### config.mk
export PLATFORM = sky130hd
export DESIGN_NAME = muldiv_seq
export DESIGN_NICKNAME = d
export VERILOG_FILES = /design/src/rtl/muldiv_pkg.sv /design/src/rtl/muldiv_signfix.sv /design/src/rtl/muldiv_seq.sv
export SDC_FILE = /design/constraint.sdc
export NUM_CORES = 1
export LEC_CHECK = 0
export BUFFER_PORTS_ARGS = -buffer_cell sky130_fd_sc_hd__buf_4
export CORE_UTILIZATION = 30
export DETAILED_ROUTE_END_ITERATION = 6
export PLACE_DENSITY_LB_ADDON = 0.2
export SLEW_MARGIN = 15
export SYNTH_ARGS = -nofsm -noshare
export SYNTH_HDL_FRONTEND = slang
export SYNTH_SLANG_ARGS = --single-unit
### constraint.sdc
create_clock -name clk -period 2.2 [get_ports clk]
set_input_delay 0.22 -clock clk [delete_from_list [all_inputs] [get_ports clk]]
set_output_delay 0.22 -clock clk [all_outputs]
set_load 0.1 [all_outputs]
### src/rtl/muldiv_pkg.sv
// rtl/muldiv_pkg.sv - shared types and constants for the multiply/divide sequencer
//
// Contents: sequencer state enum, op codes, ALU control codes, last iteration index.

package muldiv_pkg;

    typedef enum logic [2:0] {
        S_IDLE    = 3'd0,
        S_NEG_IN  = 3'd1,
        S_CALC    = 3'd2,
        S_NEG_OUT = 3'd3,
        S_DONE    = 3'd4
    } state_e;

    localparam logic [1:0] OP_MULTU = 2'b00;
    localparam logic [1:0] OP_DIVU  = 2'b01;
    localparam logic [1:0] OP_MULT  = 2'b10;
    localparam logic [1:0] OP_DIV   = 2'b11;

    localparam logic [2:0] ALU_CTL_ADD = 3'b010;
    localparam logic [2:0] ALU_CTL_SUB = 3'b110;

    localparam logic [4:0] ITER_LAST = 5'd31;

endpackage

### src/rtl/muldiv_signfix.sv
// rtl/muldiv_signfix.sv - combinational conditional two's-complement negators
//
// Ports:
//   a_in/a_neg -> a_out : 32-bit conditional negate
//   b_in/b_neg -> b_out : 32-bit conditional negate
//   p_in/p_neg -> p_out : 64-bit conditional negate

module muldiv_signfix (
    input  logic [31:0] a_in,
    input  logic        a_neg,
    output logic [31:0] a_out,
    input  logic [31:0] b_in,
    input  logic        b_neg,
    output logic [31:0] b_out,
    input  logic [63:0] p_in,
    input  logic        p_neg,
    output logic [63:0] p_out
);

    assign a_out = a_neg ? (~a_in + 32'd1) : a_in;
    assign b_out = b_neg ? (~b_in + 32'd1) : b_in;
    assign p_out = p_neg ? (~p_in + 64'd1) : p_in;

endmodule

### src/rtl/muldiv_seq.sv
// rtl/muldiv_seq.sv - multi-cycle MULT/DIV sequencer borrowing the EX-stage ALU
//
// Optional feature macro: MULDIV_SIGNED_EN (signed MULT/DIV via NEG_IN/NEG_OUT).
// Ports:
//   clk, rst_n          : clock, synchronous active-low reset
//   start, op, src_a/b  : issue request, operation, operands
//   busy, done          : pipeline stall, one-cycle completion pulse
//   alu_own/ctl/a/b     : EX ALU mux select and operand/control drive
//   alu_result/cout     : ALU sum/difference and bit-31 carry-out
//   hi, lo              : HI/LO result registers

module muldiv_seq
    import muldiv_pkg::*;
#(
    parameter int XLEN = 32
) (
    input  logic            clk,
    input  logic            rst_n,
    input  logic            start,
    input  logic [1:0]      op,
    input  logic [XLEN-1:0] src_a,
    input  logic [XLEN-1:0] src_b,
    output logic            busy,
    output logic            done,
    output logic            alu_own,
    output logic [2:0]      alu_ctl,
    output logic [XLEN-1:0] alu_a,
    output logic [XLEN-1:0] alu_b,
    input  logic [XLEN-1:0] alu_result,
    input  logic            alu_cout,
    output logic [XLEN-1:0] hi,
    output logic [XLEN-1:0] lo
);

    state_e          state_q, state_d;
    logic [XLEN-1:0] acc_q, acc_d;
    logic [XLEN-1:0] q_q, q_d;
    logic [XLEN-1:0] m_q, m_d;
    logic [4:0]      cnt_q, cnt_d;
    logic            is_div_q, is_div_d;
    logic            busy_q, busy_d;
    logic            done_q, done_d;
    logic            own_q, own_d;
    logic [XLEN-1:0] hi_q, hi_d;
    logic [XLEN-1:0] lo_q, lo_d;

    // Divide works on {acc,q} shifted left by one before the trial subtract.
    logic [XLEN-1:0] acc_sh;
    assign acc_sh = {acc_q[XLEN-2:0], q_q[XLEN-1]};

`ifdef MULDIV_SIGNED_EN
    logic            signed_q, signed_d;
    logic            sgn_a_q, sgn_a_d;
    logic            sgn_b_q, sgn_b_d;
    logic [XLEN-1:0] fix_a_in, fix_a_out, fix_b_in, fix_b_out;
    logic            fix_a_neg, fix_b_neg;
    logic [2*XLEN-1:0] fix_p_out;

    // NEG_IN takes magnitudes of q (dividend/multiplicand) and m; NEG_OUT
    // reuses the same negators for quotient (a) and remainder (b).
    always_comb begin
        fix_a_in  = q_q;
        fix_b_in  = acc_q;
        fix_a_neg = sgn_a_q ^ sgn_b_q;
        fix_b_neg = sgn_a_q;
        if (state_q == S_NEG_IN) begin
            fix_b_in  = m_q;
            fix_a_neg = sgn_a_q;
            fix_b_neg = sgn_b_q;
        end
    end

    muldiv_signfix u_signfix (
        .a_in  (fix_a_in),
        .a_neg (fix_a_neg),
        .a_out (fix_a_out),
        .b_in  (fix_b_in),
        .b_neg (fix_b_neg),
        .b_out (fix_b_out),
        .p_in  ({acc_q, q_q}),
        .p_neg (sgn_a_q ^ sgn_b_q),
        .p_out (fix_p_out)
    );
`else
    logic unused_op_hi;
    assign unused_op_hi = op[1];
`endif

    // ALU drive is combinational from registers; zero whenever not owned.
    always_comb begin
        alu_a   = '0;
        alu_b   = '0;
        alu_ctl = 3'b000;
        if (own_q) begin
            if (is_div_q) begin
                alu_a   = acc_sh;
                alu_b   = m_q;
                alu_ctl = ALU_CTL_SUB;
            end else begin
                alu_a   = acc_q;
                alu_b   = q_q[0] ? m_q : '0;
                alu_ctl = ALU_CTL_ADD;
            end
        end
    end

    always_comb begin
        state_d  = state_q;
        acc_d    = acc_q;
        q_d      = q_q;
        m_d      = m_q;
        cnt_d    = cnt_q;
        is_div_d = is_div_q;
        hi_d     = hi_q;
        lo_d     = lo_q;
`ifdef MULDIV_SIGNED_EN
        signed_d = signed_q;
        sgn_a_d  = sgn_a_q;
        sgn_b_d  = sgn_b_q;
`endif
        case (state_q)
            S_IDLE, S_DONE: begin
                state_d = S_IDLE;
                if (start) begin
                    acc_d    = '0;
                    q_d      = src_a;
                    m_d      = src_b;
                    cnt_d    = '0;
                    is_div_d = op[0];
`ifdef MULDIV_SIGNED_EN
                    signed_d = op[1];
                    sgn_a_d  = op[1] & src_a[XLEN-1];
                    sgn_b_d  = op[1] & src_b[XLEN-1];
                    state_d  = op[1] ? S_NEG_IN : S_CALC;
`else
                    state_d  = S_CALC;
`endif
                end
            end
`ifdef MULDIV_SIGNED_EN
            S_NEG_IN: begin
                q_d     = fix_a_out;
                m_d     = fix_b_out;
                state_d = S_CALC;
            end
            S_NEG_OUT: begin
                if (is_div_q) begin
                    q_d   = fix_a_out;
                    acc_d = fix_b_out;
                end else begin
                    {acc_d, q_d} = fix_p_out;
                end
                state_d = S_DONE;
            end
`endif
            S_CALC: begin
                if (is_div_q) begin
                    // Shifted-out bit set means the partial remainder already
                    // exceeds m, so the subtract is taken regardless of borrow.
                    if (acc_q[XLEN-1] | alu_cout) begin
                        acc_d = alu_result;
                        q_d   = {q_q[XLEN-2:0], 1'b1};
                    end else begin
                        acc_d = acc_sh;
                        q_d   = {q_q[XLEN-2:0], 1'b0};
                    end
                end else begin
                    acc_d = {alu_cout, alu_result[XLEN-1:1]};
                    q_d   = {alu_result[0], q_q[XLEN-1:1]};
                end
                cnt_d = cnt_q + 5'd1;
                if (cnt_q == ITER_LAST) begin
`ifdef MULDIV_SIGNED_EN
                    state_d = signed_q ? S_NEG_OUT : S_DONE;
`else
                    state_d = S_DONE;
`endif
                end
            end
            default: state_d = S_IDLE;
        endcase

        // DONE is only entered from CALC or NEG_OUT, so this is the entry edge.
        if (state_d == S_DONE) begin
            hi_d = acc_d;
            lo_d = q_d;
        end
        busy_d = (state_d != S_IDLE) && (state_d != S_DONE);
        done_d = (state_d == S_DONE);
        own_d  = (state_d == S_CALC);
    end

    always_ff @(posedge clk) begin
        if (!rst_n) begin
            state_q  <= S_IDLE;
            acc_q    <= '0;
            q_q      <= '0;
            m_q      <= '0;
            cnt_q    <= '0;
            is_div_q <= 1'b0;
            busy_q   <= 1'b0;
            done_q   <= 1'b0;
            own_q    <= 1'b0;
            hi_q     <= '0;
            lo_q     <= '0;
`ifdef MULDIV_SIGNED_EN
            signed_q <= 1'b0;
            sgn_a_q  <= 1'b0;
            sgn_b_q  <= 1'b0;
`endif
        end else begin
            state_q  <= state_d;
            acc_q    <= acc_d;
            q_q      <= q_d;
            m_q      <= m_d;
            cnt_q    <= cnt_d;
            is_div_q <= is_div_d;
            busy_q   <= busy_d;
            done_q   <= done_d;
            own_q    <= own_d;
            hi_q     <= hi_d;
            lo_q     <= lo_d;
`ifdef MULDIV_SIGNED_EN
            signed_q <= signed_d;
            sgn_a_q  <= sgn_a_d;
            sgn_b_q  <= sgn_b_d;
`endif
        end
    end

    assign busy    = busy_q;
    assign done    = done_q;
    assign alu_own = own_q;
    assign hi      = hi_q;
    assign lo      = lo_q;

endmodule

# Yosys cells after proc, flatten, opt, wreduce, memory -nomap -nowiden
# Cells that the tools add are included.
# totals
in_bits,102
register_bits,172
wordCells,47
output_inout_bits,134
# classes
n_reduce_logical,7
add_sub_neg,1
eq_ne,7
n_mux,20
bitwise,1
# op_table
operator,count
32-bit two-way mux,10
32-bit case mux with 2 select lines,2
5-bit case mux with 2 select lines,1
3-bit two-way mux,3
"3-bit by 2-bit == test with 1-bit output, second input constant",2
"3-bit == test, second input constant",2
3-bit case mux with 2 select lines,1
"5-bit by 1-bit adder with 5-bit output, second input constant",1
"5-bit == test, second input constant",1
5-bit two-way mux,1
2-bit AND reduction,2
3-bit zero test,1
"3-bit != test, second input constant",1
3-bit nonzero test,1
2-bit two-way mux,1
"2-bit != test, second input constant",1
2-bit nonzero test,1
2-bit OR reduction,1
1-bit logical AND,1
1-bit two-way mux,1
1-bit bitwise OR,1

# Depth between registers and ports, before layout
# Gate-level depths: netlist of the first run.
# logic_depth
ltp_word,5
mapped_depth,9
mapped_depth_nobuf,6

# Least setup slack after synthesis of the first run
# OpenSTA, ideal clock, no wires.
# synth_timing
path_kind,register to output
start,register own_q (netlist: alu_own)
end,output port alu_a[22]
arrival_time_ns,2.669
path_stages_with_launch,3
slack_ns,-0.689
cell_sequence,dfxtp_1 clkbuf_1 nor2b_1
# synth_via
elab_chain_len,1
# synth_rtl
element,line_no,text
start: declaration,muldiv_seq.sv:43,"logic own_q, own_d;"
start signal: assignment,muldiv_seq.sv:220,own_q <= own_d;
32-bit two-way mux,muldiv_seq.sv:94,if (own_q) begin
end: declaration,muldiv_seq.sv:27,"output logic [XLEN-1:0] alu_a,"
# Every way passes these cells.

# Worst setup path in the final report of the first run
# layout_timing
start,register is_div_q
end,output port alu_b[27]
# layout_via
elab_chain_len,2
# layout_rtl
element,line_no,text
start: declaration,muldiv_seq.sv:40,"logic is_div_q, is_div_d;"
start signal: assignment,muldiv_seq.sv:217,is_div_q <= is_div_d;
32-bit two-way mux,muldiv_seq.sv:95,if (is_div_q) begin
32-bit two-way mux,muldiv_seq.sv:94,
end: declaration,muldiv_seq.sv:28,"output logic [XLEN-1:0] alu_b,"
# Every way passes these cells.

==> results of run 1 <==
-- synthesized netlist by cell type (all sizes together) (2+ instances only) --
library cell    n
dfxtp         172
o21ai         112
nand2         105
a21oi          70
clkbuf         68
buf            38
and2           36
nand3          34
mux2i          33
a31oi          32
nor2b          32
a22oi          30
mux2           30
a311oi         26
or3b           26
a311o          24
a31o           24
nor2           19
o21a           10
a211o           9
a32o            7
o2bb2ai         7
o32ai           3
and3            2
ha              2
inv             2
nand2b          2
nor3b           2
-- cell usage in the layout, fill, tap and decap left out, types with 26 or more instances in the layout --
| master | Yosys | routed |
|---|---|---|
| a21oi_1 | 70 | 70 |
| a22oi_1 | 30 | 30 |
| a311oi_1 | 26 | 26 |
| a31oi_1 | 32 | 32 |
| and2_1 | 36 | 36 |
| buf_4 | 3 | 261 |
| dfxtp_1 | 172 | 169 |
| mux2_2 | 30 | 30 |
| mux2i_1 | 33 | 33 |
| nand2_1 | 105 | 105 |
| nand3_1 | 34 | 34 |
| nor2b_2 | 0 | 32 |
| o21ai_0 | 94 | 94 |
-- cells by family (layout without fill, tap and decap cells) --
logic type | count (synthesis) | after routing | synth area share [%]
flip-flops | 172 | 172 | 41.4
buffers and inverters | 108 | 305 | 5.70
multiplexers | 63 | 63 | 8.03
other | 1 | 2 | 0.0450
adder cells (fa/ha/maj) | 2 | 2 | 0.301
AO/OA/AOI/OAI | 356 | 356 | 28.1
AND/OR/NAND/NOR | 261 | 261 | 16.4
-- metrics by stage --
step	setup WS, ps	utilization (%)	hold WS [ps]
finish	196	41.3	26.0
global route	67.6	41.3	10.1
CTS	145	41.3	3.30
detailed placement	295	39.0	443
global placement	308	39.0	438
floorplan	59.0	-	356
-- final timing paths --
kind	to	slack, ps	depth (start not counted)
worst max-delay path	alu_b[27]	200	4
worst min-delay path	m_q[24]	30	3
worst max register to register	hi[11]	280	7
worst min register to register	m_q[0]	450	2
-- cell type report --
class	instances	area [sq um]
Multi-Input combinational cell	684	4520
Clock inverter	15	179
Inverter	2	7.51
Clock buffer	17	425
Sequential cell	172	3450
Timing Repair Buffer	271	2150
Fill cell	2775	15900
Tap cell	372	465
-- worst max-delay path: stages, from the launching register on --
cell and delay, ps:
dfxtp_4 420, o21a_1 160, buf_4 290, and2_1 180
buf_4 290
-- power by group --
group          internal, W  switching, W  total, W
logic             0.000333      0.000461  0.000794
registers          0.00319     0.0000571   0.00325
clock network      0.00163       0.00148   0.00311
-- flip-flops by register name, summed over array words and instances (netlist names) --
signal / flops
alu_own: 1
state_q: 3
hi: 32
lo: 32
is_div_q: 1
done: 1
busy: 1
m_q: 32
cnt_q: 5
q_q: 32
acc_q: 32
-- metal layers --
metal  routed length (microns)  track usage [%]  part of all wire [%]
met1                     11900             24.0                    46
met2                     12200             29.3                    46
met3                      1970             5.54                   7.5
met4                       157             3.91                  0.60
met5                         0                0                     0
-- timing repair --
| action | 4_1_cts | 5_1_grt |
|---|---|---|
| buffers inserted | 3 | 0 |
| resized for setup | 0 | 0 |
| setup endpoints to repair | 51 | 0 |
==> results.cfg, run 1 <==
[synthesis]
syn_area_per_cell_sq_um = 8.64
synth.largest_area_cell = dfxtp_1
synth_seq_cells = 172
ys.flop_type = dfxtp_1
synth.top_cell.area_share_pct = 41.4
syn_area_sq_um = 8320
synthCells = 963
synth_top_cells_by_area = dfxtp_1, o21ai_0, nand2_1
ys_seq_area_share_pct = 41.4
yosys_warnings = 0
ys_types = 41
synth_edf_count = 0
async_flop_share_pct = 0

[setup_path]
arrival_ps = 1780
r2r-start = cnt_q[0]
criticalPathCategory = flip-flop to output port
critPathLaunchType = flip-flop
startpoint = is_div_q
worst-path-max-fanout = 32
cp.required_ps = 1980
endpoint_kind = output port

[placed_design]
dp_hpwl_mm = 16.9
io_buffers = 233
dp.cells = 1498
gp_congestion = 0.771
dpl-instance-area_sq_um = 10600

[routing]
num_vias = 7914
routedWlPerCell_microns = 17.1
drc = 2
drt-initial-drc-count = 630
routed_wl_mm = 26.2
viasPerCell = 5.16
drt_first_pass_iters = 7
ant_nets = 0

[timing]
hold_viol = 0
finalSetupViolCount = 0
fmax_ghz = 0.499
clock_skew_ps = 11.8
drv_slew = 0
rsz0062_at_grt = no
slew_headroom_pct = 39.6
worst_pin_slew_ps = 902
period_share_pct = 91.1
period_needed_ps = 2000
totalNegativeSetupSlack_ps = 0

[layout]
diodes = 0
fin_cells = 1533
drive_above_1_share_pct = 36.3
finalInstanceArea_sq_um = 11200
nets = 1252
syn_to_final_growth_pct = 34.5

[global_routing]
grt_overflow = 0
grtUsageTotal_pct = 18.2
grt_max_degree = 69
grt_pass1_vias = 7559
antenna_found_initial = 0
grt_pass1_wl_mm = 41.3

[run_status]
violations = DRC
status = finished with violations

[floorplan]
io_pins = 236
row_count = 60
start_util_pct = 30.7
die_w_microns = 169
fp.dieArea_sq_um = 28400
die_h_microns = 169
core_sq_um = 27100

[power_and_ir_drop]
p_per_area_nw_per_um2 = 639
ir_drop_mv = 0.492
p_leak_nw = 4.22
power_w = 0.00715

[clocking]
clk_pin_slew_worst_paths_ps = 80
clock-sinks = 172
cts_tree = yes
cts_made_buffers = 17
clock_path_buffers = 2
cts_hold_buf = 0
clk_latency_ps = 430
htreeDepth = 4
cts_root_buf = clkbuf_16

[min_path]
hp-start = src_b[24]
hold_class = input pin to flip-flop

[job]
drv_cap = 0
Power figures use the tool's default switching activity.
==> run 2: changes to the inputs <==
--- a/config.mk
+++ b/config.mk
@@ -8,6 +8,7 @@
 export BUFFER_PORTS_ARGS = -buffer_cell sky130_fd_sc_hd__buf_4
 export CORE_UTILIZATION = 30
 export DETAILED_ROUTE_END_ITERATION = 6
+export MAX_ROUTING_LAYER = met4
 export PLACE_DENSITY_LB_ADDON = 0.2
 export SLEW_MARGIN = 15
 export SYNTH_ARGS = -nofsm -noshare
==> run 2 against run 1 <==
  * The flow now finishes without violations
  * Critical path depth did not move
  * Routed wire length about the same
  * Die area stayed put
  * Count of clock-buffer cells in the layout unchanged
  * Fmax is 0.67% lower
  * Largest cell class unchanged
  * Highest routed layer unchanged
==> results.cfg, run 2 (same netlist as run 1, synthesis figures left out) <==
[run_status]
status = complete, no violations

[layout]
register_area_sq_um = 3450
layout_common_cells = buf_4, dfxtp_1, nand2_1, o21ai_0, a21oi_1
fillers = 2775
fin_cells = 1533
final_common_cell = buf_4
syn_to_final_growth_pct = 34.5
drive_above_1_share_pct = 36.3
nets = 1252
multiInputGateArea_sq_um = 4520
diodes = 0

[min_path]
hold_class = input pin to flip-flop

[setup_path]
rr_worst_depth = 7
criticalPathCategory = flip-flop to output port
worst-path-max-fanout = 32
cp.required_ps = 1980
critPathLaunchType = flip-flop
rrSetupSlack_ps = 290
cp-endpoint = alu_b[27]
startpoint = is_div_q
arrival_ps = 1800
regToRegEndpoint = hi[1]
r2r-start = cnt_q[0]
endpoint_kind = output port

[routing]
num_vias = 7947
routed_wl_mm = 26.2
ant_nets = 0
drt-initial-drc-count = 683
drc = 0
routedWlPerCell_microns = 17.1
viasPerCell = 5.18
drt_first_pass_iters = 7

[timing]
period_needed_ps = 2020
period_share_pct = 91.7
hold_viol = 0
totalNegativeSetupSlack_ps = 0
clock_skew_ps = 10.9
finalSetupViolCount = 0
slew_headroom_pct = 39.2
worst_slack_ps = 183
worst_pin_slew_ps = 908
drv_slew = 0
fmax_ghz = 0.496
rsz0062_at_grt = no

[floorplan]
start_util_pct = 30.7
die_w_microns = 169
die_h_microns = 169
row_count = 60
fp.dieArea_sq_um = 28400
io_pins = 236
core_sq_um = 27100

[clocking]
cts_hold_buf = 0
clock_path_buffers = 2
cts_tree = yes
clk_latency_ps = 430
htreeDepth = 4
clk_pin_slew_worst_paths_ps = 80
cts_made_buffers = 17
cts_root_buf = clkbuf_16
clock-sinks = 172

[global_routing]
grt_pass1_vias = 7558
grt_max_degree = 69
grt_overflow = 0
grt_pass1_wl_mm = 41.3
grtUsageTotal_pct = 18.8
antenna_found_initial = 0

[power_and_ir_drop]
p_per_area_nw_per_um2 = 639
p_leak_nw = 4.22
ir_drop_mv = 0.494

[job]
drv_cap = 0

[placed_design]
dp.cells = 1498
gp_congestion = 0.781
io_buffers = 233
dp_hpwl_mm = 16.9
pre_cts_ws_ps = 295
-- run 2: cell counts in the layout (fill, tap and decap cells not counted) --
No cell type changed its count.
-- run 2: worst min path at each step --
stage / startpoint / endpoint / slack (ps) / cells past startpoint
after floorplan: src_b[0] / m_q[0] / 360 / 2
after global placement: m_q[5] / m_q[5] / 440 / 2
after detailed placement: m_q[3] / m_q[3] / 440 / 2
after CTS: src_b[25] / m_q[25] / 3 / 3
after global routing: src_b[25] / m_q[25] / 9 / 3
final: src_b[26] / m_q[26] / 20 / 3
-- run 2: metrics by stage --
stage | total power [W] | cell area, sq um | utilization, % | hold slack [ps]
after floorplan | 0.00379 | 8410 | - | 356
after global placement | 0.00411 | 10600 | 39.0 | 438
after detailed placement | 0.00411 | 10600 | 39.0 | 443
after CTS | 0.00726 | 11200 | 41.3 | 3.30
after global routing | 0.00746 | 11200 | 41.3 | 9.49
final | 0.00716 | 11200 | 41.3 | 24.5
-- run 2: report_power, final --
part	total [W]	switching, W	leakage (nW)	internal [W]
Sequential	0.00325	0.0000569	1.40	0.00319
Clock	0.00312	0.00149	0.298	0.00163
Combinational	0.000794	0.000461	2.53	0.000333
-- run 2: critical path, stage by stage (launching register included) --
cell and delay, ps:
dfxtp_4 420, o21a_1 160, buf_4 290, and2_1 190, buf_4 290
-- run 2: final cells by class --
class                      instances  share of cell area [%]
tap                              372                    4.16
clock inverter                    15                    1.60
sequential                       172                    30.8
multi-input combinational        684                    40.4
timing repair buffer             271                    19.2
inverter                           2                  0.0670
clock buffer                      17                    3.80
-- run 2: per-layer routing --
metal | vias to the layer above | global-route usage, % | part of all wire (%)
li1 | 3921 | - | -
met1 | 3778 | 24.3 | 46
met2 | 236 | 29.2 | 47
met3 | 12 | 5.19 | 7.2
met4 | 0 | 3.79 | 0.61
met5 | - | - | 0
-- run 2: timing repair --
action / 4_1_cts / 5_1_grt
setup endpoints to repair: 51 / 0
setup buffers: 3 / 0
gates resized for setup: 0 / 0
==> run 3: changes to the inputs <==
--- a/config.mk
+++ b/config.mk
@@ -6,7 +6,8 @@
 export NUM_CORES = 1
 export LEC_CHECK = 0
 export BUFFER_PORTS_ARGS = -buffer_cell sky130_fd_sc_hd__buf_4
-export CORE_UTILIZATION = 30
+export CORE_UTILIZATION = 40
+export CTS_CLUSTER_DIAMETER = 120
 export DETAILED_ROUTE_END_ITERATION = 6
 export MAX_ROUTING_LAYER = met4
 export PLACE_DENSITY_LB_ADDON = 0.2
==> run 3 against run 2 <==
  * Worst setup slack lost 68 ps
  * Combinational power shrank 2%
  * Sequential power about the same
  * Fmax down 3.3%
==> results.cfg, run 3 (same netlist as run 1, synthesis figures left out) <==
[timing]
hold_viol = 0
worst_slack_ps = 114
rsz0062_at_grt = no
totalNegativeSetupSlack_ps = 0
worst_pin_slew_ps = 864
fmax_ghz = 0.479
period_share_pct = 94.8
whs_ps = 22.8
clock_skew_ps = 14.6
drv_slew = 0
period_needed_ps = 2090
slew_headroom_pct = 42.2
finalSetupViolCount = 0

[min_path]
hp-start = src_b[24]
hold_class = input pin to flip-flop

[clocking]
cts_tree = yes
clk_pin_slew_worst_paths_ps = 80
cts_hold_buf = 0
cts_made_buffers = 17
clock-sinks = 172
clk_latency_ps = 430
clock_path_buffers = 2
htreeDepth = 4
cts_root_buf = clkbuf_16

[routing]
routedWlPerCell_microns = 17.0
routed_wl_mm = 24.2
ant_nets = 0
drt-initial-drc-count = 455
viasPerCell = 5.56
drt_first_pass_iters = 5
drc = 0
num_vias = 7936

[power_and_ir_drop]
p_leak_nw = 4.19
p_per_area_nw_per_um2 = 633
seq_power_share_pct = 46.5
p_sw_w = 0.00196
p_sw_share_pct = 28.0
pwr-share-clk_pct = 42.3
ir_drop_mv = 0.534
p_comb_share_pct = 11.2
p_int_w = 0.00503

[setup_path]
path_cells = o21a_1 > buf_4 > and2_1 > buf_4
regToRegEndpoint = lo[24]
cp.required_ps = 1980
criticalPathCategory = flip-flop to output port
endpoint_kind = output port
startpoint = is_div_q
arrival_ps = 1870
crit_slowest_cell = dfxtp_4
slowest_delay_ps = 500
cp-endpoint = alu_b[30]
rr_worst_depth = 7
critPathLaunchType = flip-flop
r2r-start = cnt_q[0]
rrSetupSlack_ps = 230
cp_common_cell = buf_4
worst-path-max-fanout = 32

[run_status]
status = complete, no violations

[layout]
nets = 1248
fin_cells = 1427
diodes = 0
fillers = 1921
layout_common_cells = buf_4, dfxtp_1, nand2_1, o21ai_0, a21oi_1
final_util_pct = 54.3
syn_to_final_growth_pct = 32.5
final_common_cell = buf_4
drive_above_1_share_pct = 36.1

[floorplan]
fp.dieArea_sq_um = 21400
row_count = 52
io_pins = 236
start_util_pct = 41.0
die_h_microns = 146
die_w_microns = 146
core_sq_um = 20300

[placed_design]
dp_hpwl_mm = 15.5
dp.cells = 1395
gp_congestion = 0.776
pre_cts_ws_ps = 244
io_buffers = 233

[global_routing]
grt_overflow = 0
grt_pass1_wl_mm = 39.0
antenna_found_initial = 0
grt_pass1_vias = 7557
grtUsageTotal_pct = 23.2
grt_max_degree = 67

[job]
drv_cap = 0
-- run 3: cell count changes in the layout (fill, tap and decap cells not counted), sizes merged --
| cell | change |
|---|---|
| buf | -4 |
| clkinv | -3 |
| clkinvlp | +3 |
| bufinv | -1 |
| inv | +1 |
-- run 3: metrics by stage --
step | total power, W | cell area (sq um)
floorplan | 0.00379 | 8410
global placement | 0.00409 | 10400
detailed placement | 0.00410 | 10400
CTS | 0.00707 | 11000
global route | 0.00728 | 11000
finish | 0.00699 | 11000
-- run 3: per-layer routing --
layer	part of all wire [%]	track usage [%]
met4	0.68	5.21
met2	48	36.7
met3	6.3	5.28
met1	45	29.9
met5	0	-
-- run 3: repair_timing --
| action | CTS | global route |
|---|---|---|
| endpoints found under the setup margin | 8 | 8 |
| gates resized for setup | 1 | 2 |
| buffers inserted | 0 | 0 |
| pin swaps | 0 | 0 |
-- run 3: worst max-delay path, delay by kind of cell (launching register included) --
| kind | cells | cell delay, ps |
|---|---|---|
| simple gates | 1 | 190 |
| compound gates | 1 | 160 |
| flops | 1 | 500 |
| buf+inv | 2 | 570 |
-- run 3: layout make-up --
class / instances / area (sq um) / share of cell area, %
multi-input cells: 684 / 4520 / 41.0
clock buffers: 17 / 425 / 3.86
inverters: 2 / 7.51 / 0.0681
repair buffers: 267 / 2140 / 19.4
flip-flops and latches: 172 / 3450 / 31.3
clock inverters: 15 / 149 / 1.35
well taps: 270 / 338 / 3.06
-- run 3: power by group through the flow --
stage / clock network, W / registers [W] / logic (W)
floorplan: 0 / 0.00331 / 0.000480
global placement: 0 / 0.00332 / 0.000775
detailed placement: 0 / 0.00332 / 0.000779
CTS: 0.00304 / 0.00325 / 0.000782
global route: 0.00317 / 0.00326 / 0.000851
finish: 0.00296 / 0.00325 / 0.000781
-- run 3: worst min path at each step --
| stage | endpoint | slack [ps] | cells past startpoint |
|---|---|---|---|
| 2_1_floorplan | m_q[0] | 360 | 2 |
| 3_3_place_gp | m_q[12] | 440 | 2 |
| 3_5_place_dp | m_q[26] | 440 | 2 |
| 4_1_cts | m_q[23] | 5 | 3 |
| 5_1_grt | m_q[16] | 2 | 3 |
| 6_report | m_q[24] | 20 | 3 |
